### src/rtl/kalman_gain_scaler.sv
// Scales a frame of N_ELEM cross-covariance entries by a latched reciprocal 1/S
// to produce saturated Q8.24 Kalman gains over valid/ready streams.
module kalman_gain_scaler #(
  parameter int DATA_W    = 32,
  parameter int FRAC_BITS = 24,
  parameter int N_ELEM    = 4,
  parameter int IDX_W     = 2
) (
  input  logic              clk,
  input  logic              rstn,
  input  logic              inv_done,
  input  logic [DATA_W-1:0] inv_q,
  input  logic              pxz_valid,
  output logic              pxz_ready,
  input  logic [DATA_W-1:0] pxz_data,
  output logic              k_valid,
  input  logic              k_ready,
  output logic [DATA_W-1:0] k_data,
  output logic [IDX_W-1:0]  k_idx,
  output logic              k_last,
  output logic              busy,
  output logic              frame_done,
  output logic              sat_flag,
  output logic              ovr_flag
);

  localparam int PW = 2 * DATA_W;

  typedef enum logic [1:0] {IDLE, RUN, DRAIN} state_t;

  typedef struct packed {
    logic              vld;
    logic [DATA_W-1:0] data;
    logic [IDX_W-1:0]  idx;
    logic              last;
  } kout_t;

  state_t            state_q, state_d;
  kout_t             kout_q, kout_d;
  logic              inv_done_q;
  logic [DATA_W-1:0] q_q, q_d;
  logic [IDX_W-1:0]  idx_q, idx_d;
  logic              fd_q, fd_d;
  logic              sat_q, sat_d;
  logic              ovr_q, ovr_d;

  logic              start, accept, out_hs, last_idx;
  logic signed [PW-1:0] full, sh;
  logic              ovf;
  logic [DATA_W-1:0] prod_sat;

  assign start    = inv_done & ~inv_done_q;
  assign last_idx = (idx_q == IDX_W'(N_ELEM - 1));
  assign out_hs   = kout_q.vld & k_ready;

  assign pxz_ready = (state_q == RUN) & (~kout_q.vld | k_ready);
  assign accept    = pxz_valid & pxz_ready;

  // Floor shift back to Q8.24; anything not representable in DATA_W clamps.
  assign full     = PW'($signed(pxz_data)) * PW'($signed(q_q));
  assign sh       = full >>> FRAC_BITS;
  assign ovf      = (sh[PW-1:DATA_W-1] != {(DATA_W+1){sh[PW-1]}});
  assign prod_sat = ovf ? (sh[PW-1] ? {1'b1, {(DATA_W-1){1'b0}}}
                                    : {1'b0, {(DATA_W-1){1'b1}}})
                        : sh[DATA_W-1:0];

  always_comb begin
    state_d = state_q;
    kout_d  = kout_q;
    q_d     = q_q;
    idx_d   = idx_q;
    fd_d    = 1'b0;
    sat_d   = sat_q;
    ovr_d   = ovr_q;

    if (out_hs) kout_d.vld = 1'b0;

    case (state_q)
      IDLE: begin
        if (start) begin
          q_d     = inv_q;
          idx_d   = '0;
          sat_d   = 1'b0;
          state_d = RUN;
        end
      end
      RUN: begin
        // A new accept overrides the clear from a same-cycle output handshake.
        if (accept) begin
          kout_d.vld  = 1'b1;
          kout_d.data = prod_sat;
          kout_d.idx  = idx_q;
          kout_d.last = last_idx;
          idx_d       = idx_q + IDX_W'(1);
          if (ovf) sat_d = 1'b1;
          if (last_idx) state_d = DRAIN;
        end
      end
      DRAIN: begin
        if (out_hs && kout_q.last) begin
          fd_d    = 1'b1;
          state_d = IDLE;
        end
      end
      default: state_d = IDLE;
    endcase

    if (start && state_q != IDLE) ovr_d = 1'b1;
  end

  always_ff @(posedge clk or negedge rstn) begin
    if (!rstn) begin
      state_q    <= IDLE;
      kout_q     <= '0;
      inv_done_q <= 1'b0;
      q_q        <= '0;
      idx_q      <= '0;
      fd_q       <= 1'b0;
      sat_q      <= 1'b0;
      ovr_q      <= 1'b0;
    end else begin
      state_q    <= state_d;
      kout_q     <= kout_d;
      inv_done_q <= inv_done;
      q_q        <= q_d;
      idx_q      <= idx_d;
      fd_q       <= fd_d;
      sat_q      <= sat_d;
      ovr_q      <= ovr_d;
    end
  end

  assign k_valid    = kout_q.vld;
  assign k_data     = kout_q.data;
  assign k_idx      = kout_q.idx;
  assign k_last     = kout_q.last;
  assign busy       = (state_q != IDLE);
  assign frame_done = fd_q;
  assign sat_flag   = sat_q;
  assign ovr_flag   = ovr_q;

endmodule

### config.mk
export PLATFORM = sky130hd
export DESIGN_NAME = kalman_gain_scaler
export DESIGN_NICKNAME = d
export VERILOG_FILES = /design/src/rtl/kalman_gain_scaler.sv
export SDC_FILE = /design/constraint.sdc
export NUM_CORES = 2
export LEC_CHECK = 0
export CORE_UTILIZATION = 35
export DETAILED_ROUTE_END_ITERATION = 8
export HOLD_SLACK_MARGIN = 0.12
export PLACE_DENSITY = 0.52
export SYNTH_ARGS = -nofsm -noshare
export SYNTH_HDL_FRONTEND = slang
export SYNTH_SLANG_ARGS = --single-unit
### constraint.sdc
create_clock -name clk -period 22.9 [get_ports clk]
set_input_delay 2.29 -clock clk [delete_from_list [all_inputs] [get_ports clk]]
set_output_delay 2.29 -clock clk [all_outputs]
set_load 0.05 [all_outputs]
==> metrics.csv <==
metric,value,unit
status,finished clean,
start_util,35.3,%
timing.rr.start,q_q[2],
fin_area,0.0424,mm²
htree_num_levels,3,
maxSlewHeadroom,39.2,%
hold_end,ovr_flag,
criticalPathCategory,in -> reg,
port_buffers,109,
max_stage_delay,900,ps
synth-seq-cells,76,
slew_violations,0,
hp-start,ovr_flag,
min_period,12190,ps
holdPathStages,1,
max-cap-violations,0,
synth_async_sr_flop_share,100,%
cts_tree,done,
vias_per_cell,4.84,
die_w,339,µm
io_pins,110,
cts-resized-gates,0,
first_pass_iters,5,
setup-violations-final,0,
wirelength,108,mm
netlist_top_cells_area,"fa_1 (55%), inv_1 (9.2%), and2_1 (8.0%)",
place_congestion,0.914,
nNetsFinal,5441,
antenna_left,0,
overflow,0,
synth_warnings,0,
grt_setup_unrepaired,no,
skew,31.9,ps
crit_fanout,32,
fillerInstances,11400,
grt_max_degree,66,
yosysTopAreaCell,fa_1,
die-area,0.115,mm²
critical_path.most_common_cell,fa_1,
end_kind,flip-flop,
startpoint_type,input port,
die_h,339,µm
max_freq,82.1,MHz
cts_buffers,9,
min_period_over_period,53.2,%
layout_commonest_cell,fa_1,
hold_viol,0,
yosysSeqAreaShare,4.79,%
synthMuxAreaShare,0.946,%
grt_pass1_wl,176,mm
ys_types,88,
timing.rr.end,k_data[29],
postCtsSetupBuffers,0,
cp.required,23190,ps
clk_pin_slew,70,ps
tightest_slew,912,ps
synth_edf_count,0,
final_cell_mix,"fa_1 (1081), inv_1 (971), nand2_1 (558)",
finalSetupTns,0,ps
synth_cells,4163,
drive_above_1_share,4.40,%
grt_pass1_vias,30700,
r2r_slack,12840,ps
placed_cell_area,0.0421,mm²
hpwl,89.7,mm
synthSimpleGateAreaFrac,16.1,%
syn_area_per_cell,9.53,µm²
vias,27200,
crit_family,adder cells,
synth_top_family_by_area,adder cells,
std_cell_rows,123,
synthAdderAreaFrac,60.2,%
synthToLayoutAreaGrowth,6.72,%
synth_top_area_share,54.5,%
critPathSlowestCell,fa_1,
cts_buffer_depth,2,
worstPathArrival,12470,ps
worstRegToRegCells,28,
ctsHoldBuffers,0,
insertion_delay,400,ps
synth_fp_nets,5494,
netlist_area,0.0397,mm²
synth_xor_area_share,1.14,%
synth-compound-area-share,5.02,%
antenna_found_initial,1,
drc,0,
min-delay-path-class,reg -> reg,
ys.flop_type,dfrtp_1,
wl_per_cell,19.2,µm
cts_sinks,76,
design.core.area,0.112,mm²
first_iter_violations,1345,
worst-path-buf-inv,10,
grt_use_total,19.7,%
cts_root_buffer,clkbuf_16,
-- cell families (layout without fill, tap and decap cells) --
| logic type | count (synthesis) | after routing |
|---|---|---|
| buffers and inverters | 1207 | 1159 |
| AOI/OAI and AO/OA | 261 | 261 |
| other | 0 | 1 |
| DFF | 76 | 76 |
| adders and majority gates | 1262 | 1262 |
| muxes | 33 | 33 |
| xor gates and xnor gates | 51 | 51 |
| and+or+nand+nor | 1273 | 1273 |
-- sequential cells by signal, indices dropped and copies added, names as in the netlist --
name,cells
ovr_flag,1
k_data,32
inv_done_q,1
k_last,1
idx_q,2
state_q,2
k_idx,2
k_valid,1
frame_done,1
sat_flag,1
q_q,32
-- synth_stat cells (3+ instances only) --
cell type / n
a32oi_1: 4
buf_4: 3
buf_2: 3
inv_1: 971
and3_1: 4
clkbuf_8: 5
a21o_1: 15
nor4_1: 7
and2_1: 509
nand3b_1: 3
nand4_1: 24
buf_6: 11
nand2b_1: 16
o21bai_1: 8
xnor2_1: 34
nand2_1: 558
ha_1: 181
mux2_2: 32
a21oi_1: 69
o21ai_0: 44
a22oi_1: 3
xor2_1: 16
o221ai_1: 3
fa_1: 1081
nor3_1: 18
o21a_1: 9
dfrtp_1: 76
a211oi_1: 11
a211oi_2: 4
or3_1: 6
nor2b_1: 4
a31oi_1: 10
a311oi_2: 26
nand3_1: 13
a311oi_1: 3
nor2_1: 92
o31ai_1: 7
clkbuf_1: 211
o211ai_1: 8
-- per-stage QoR --
step / util (%) / worst slack [ps] / hold WS (ps) / cells
CTS: 37.6 / 10650 / 494 / 5615
global route: 37.6 / 9830 / 523 / 5615
global placement: 37.4 / 10460 / 467 / 5599
finish: 37.6 / 10710 / 496 / 5616
floorplan: - / 12300 / 463 / 4163
detailed placement: 37.4 / 10280 / 469 / 5599
-- final cells by class --
| cell class | instances | area, µm² | area share, % |
|---|---|---|---|
| diodes | 1 | 2.50 | 0.00591 |
| clock buffers | 9 | 225 | 0.532 |
| clock inverters | 7 | 67.6 | 0.160 |
| inverters | 971 | 3640 | 8.61 |
| multi-input cells | 2880 | 33100 | 78.2 |
| flip-flops and latches | 76 | 1900 | 4.49 |
| well taps | 1500 | 1880 | 4.43 |
| repair buffers | 172 | 1520 | 3.58 |
-- worst register-to-register path: cells and delay by family, from the launching register on --
kind                     cells  cell delay, ps
adder cells (fa/ha/maj)      9            4990
AND/OR/NAND/NOR              7            1650
buffers and inverters        8            1640
AO/OA/AOI/OAI                4            1360
flip-flops                   1             330
-- how the worst max path moves through the flow --
stage,start,endpoint,slack [ps],cells past startpoint
after floorplan,pxz_data[31],k_data[29],12300,28
after global placement,pxz_data[31],k_data[29],10460,30
after detailed placement,pxz_data[31],k_data[29],10280,30
after CTS,pxz_data[31],k_data[1],10650,30
after global routing,pxz_data[31],k_data[29],9830,30
final,pxz_data[31],k_data[29],10710,30
-- routing by layer --
metal  vias to the layer above  track usage [%]  share of wire (%)
li1                      12000                -                  -
met1                     14600             25.5                 43
met2                       495             35.6                 52
met3                       133             1.12                2.3
met4                         0             5.39                2.5
met5                         -                0                  0
Power is left out: the tool's default activity adds up to more than one toggle a clock period on the data nets, which glitch-free logic cannot reach.
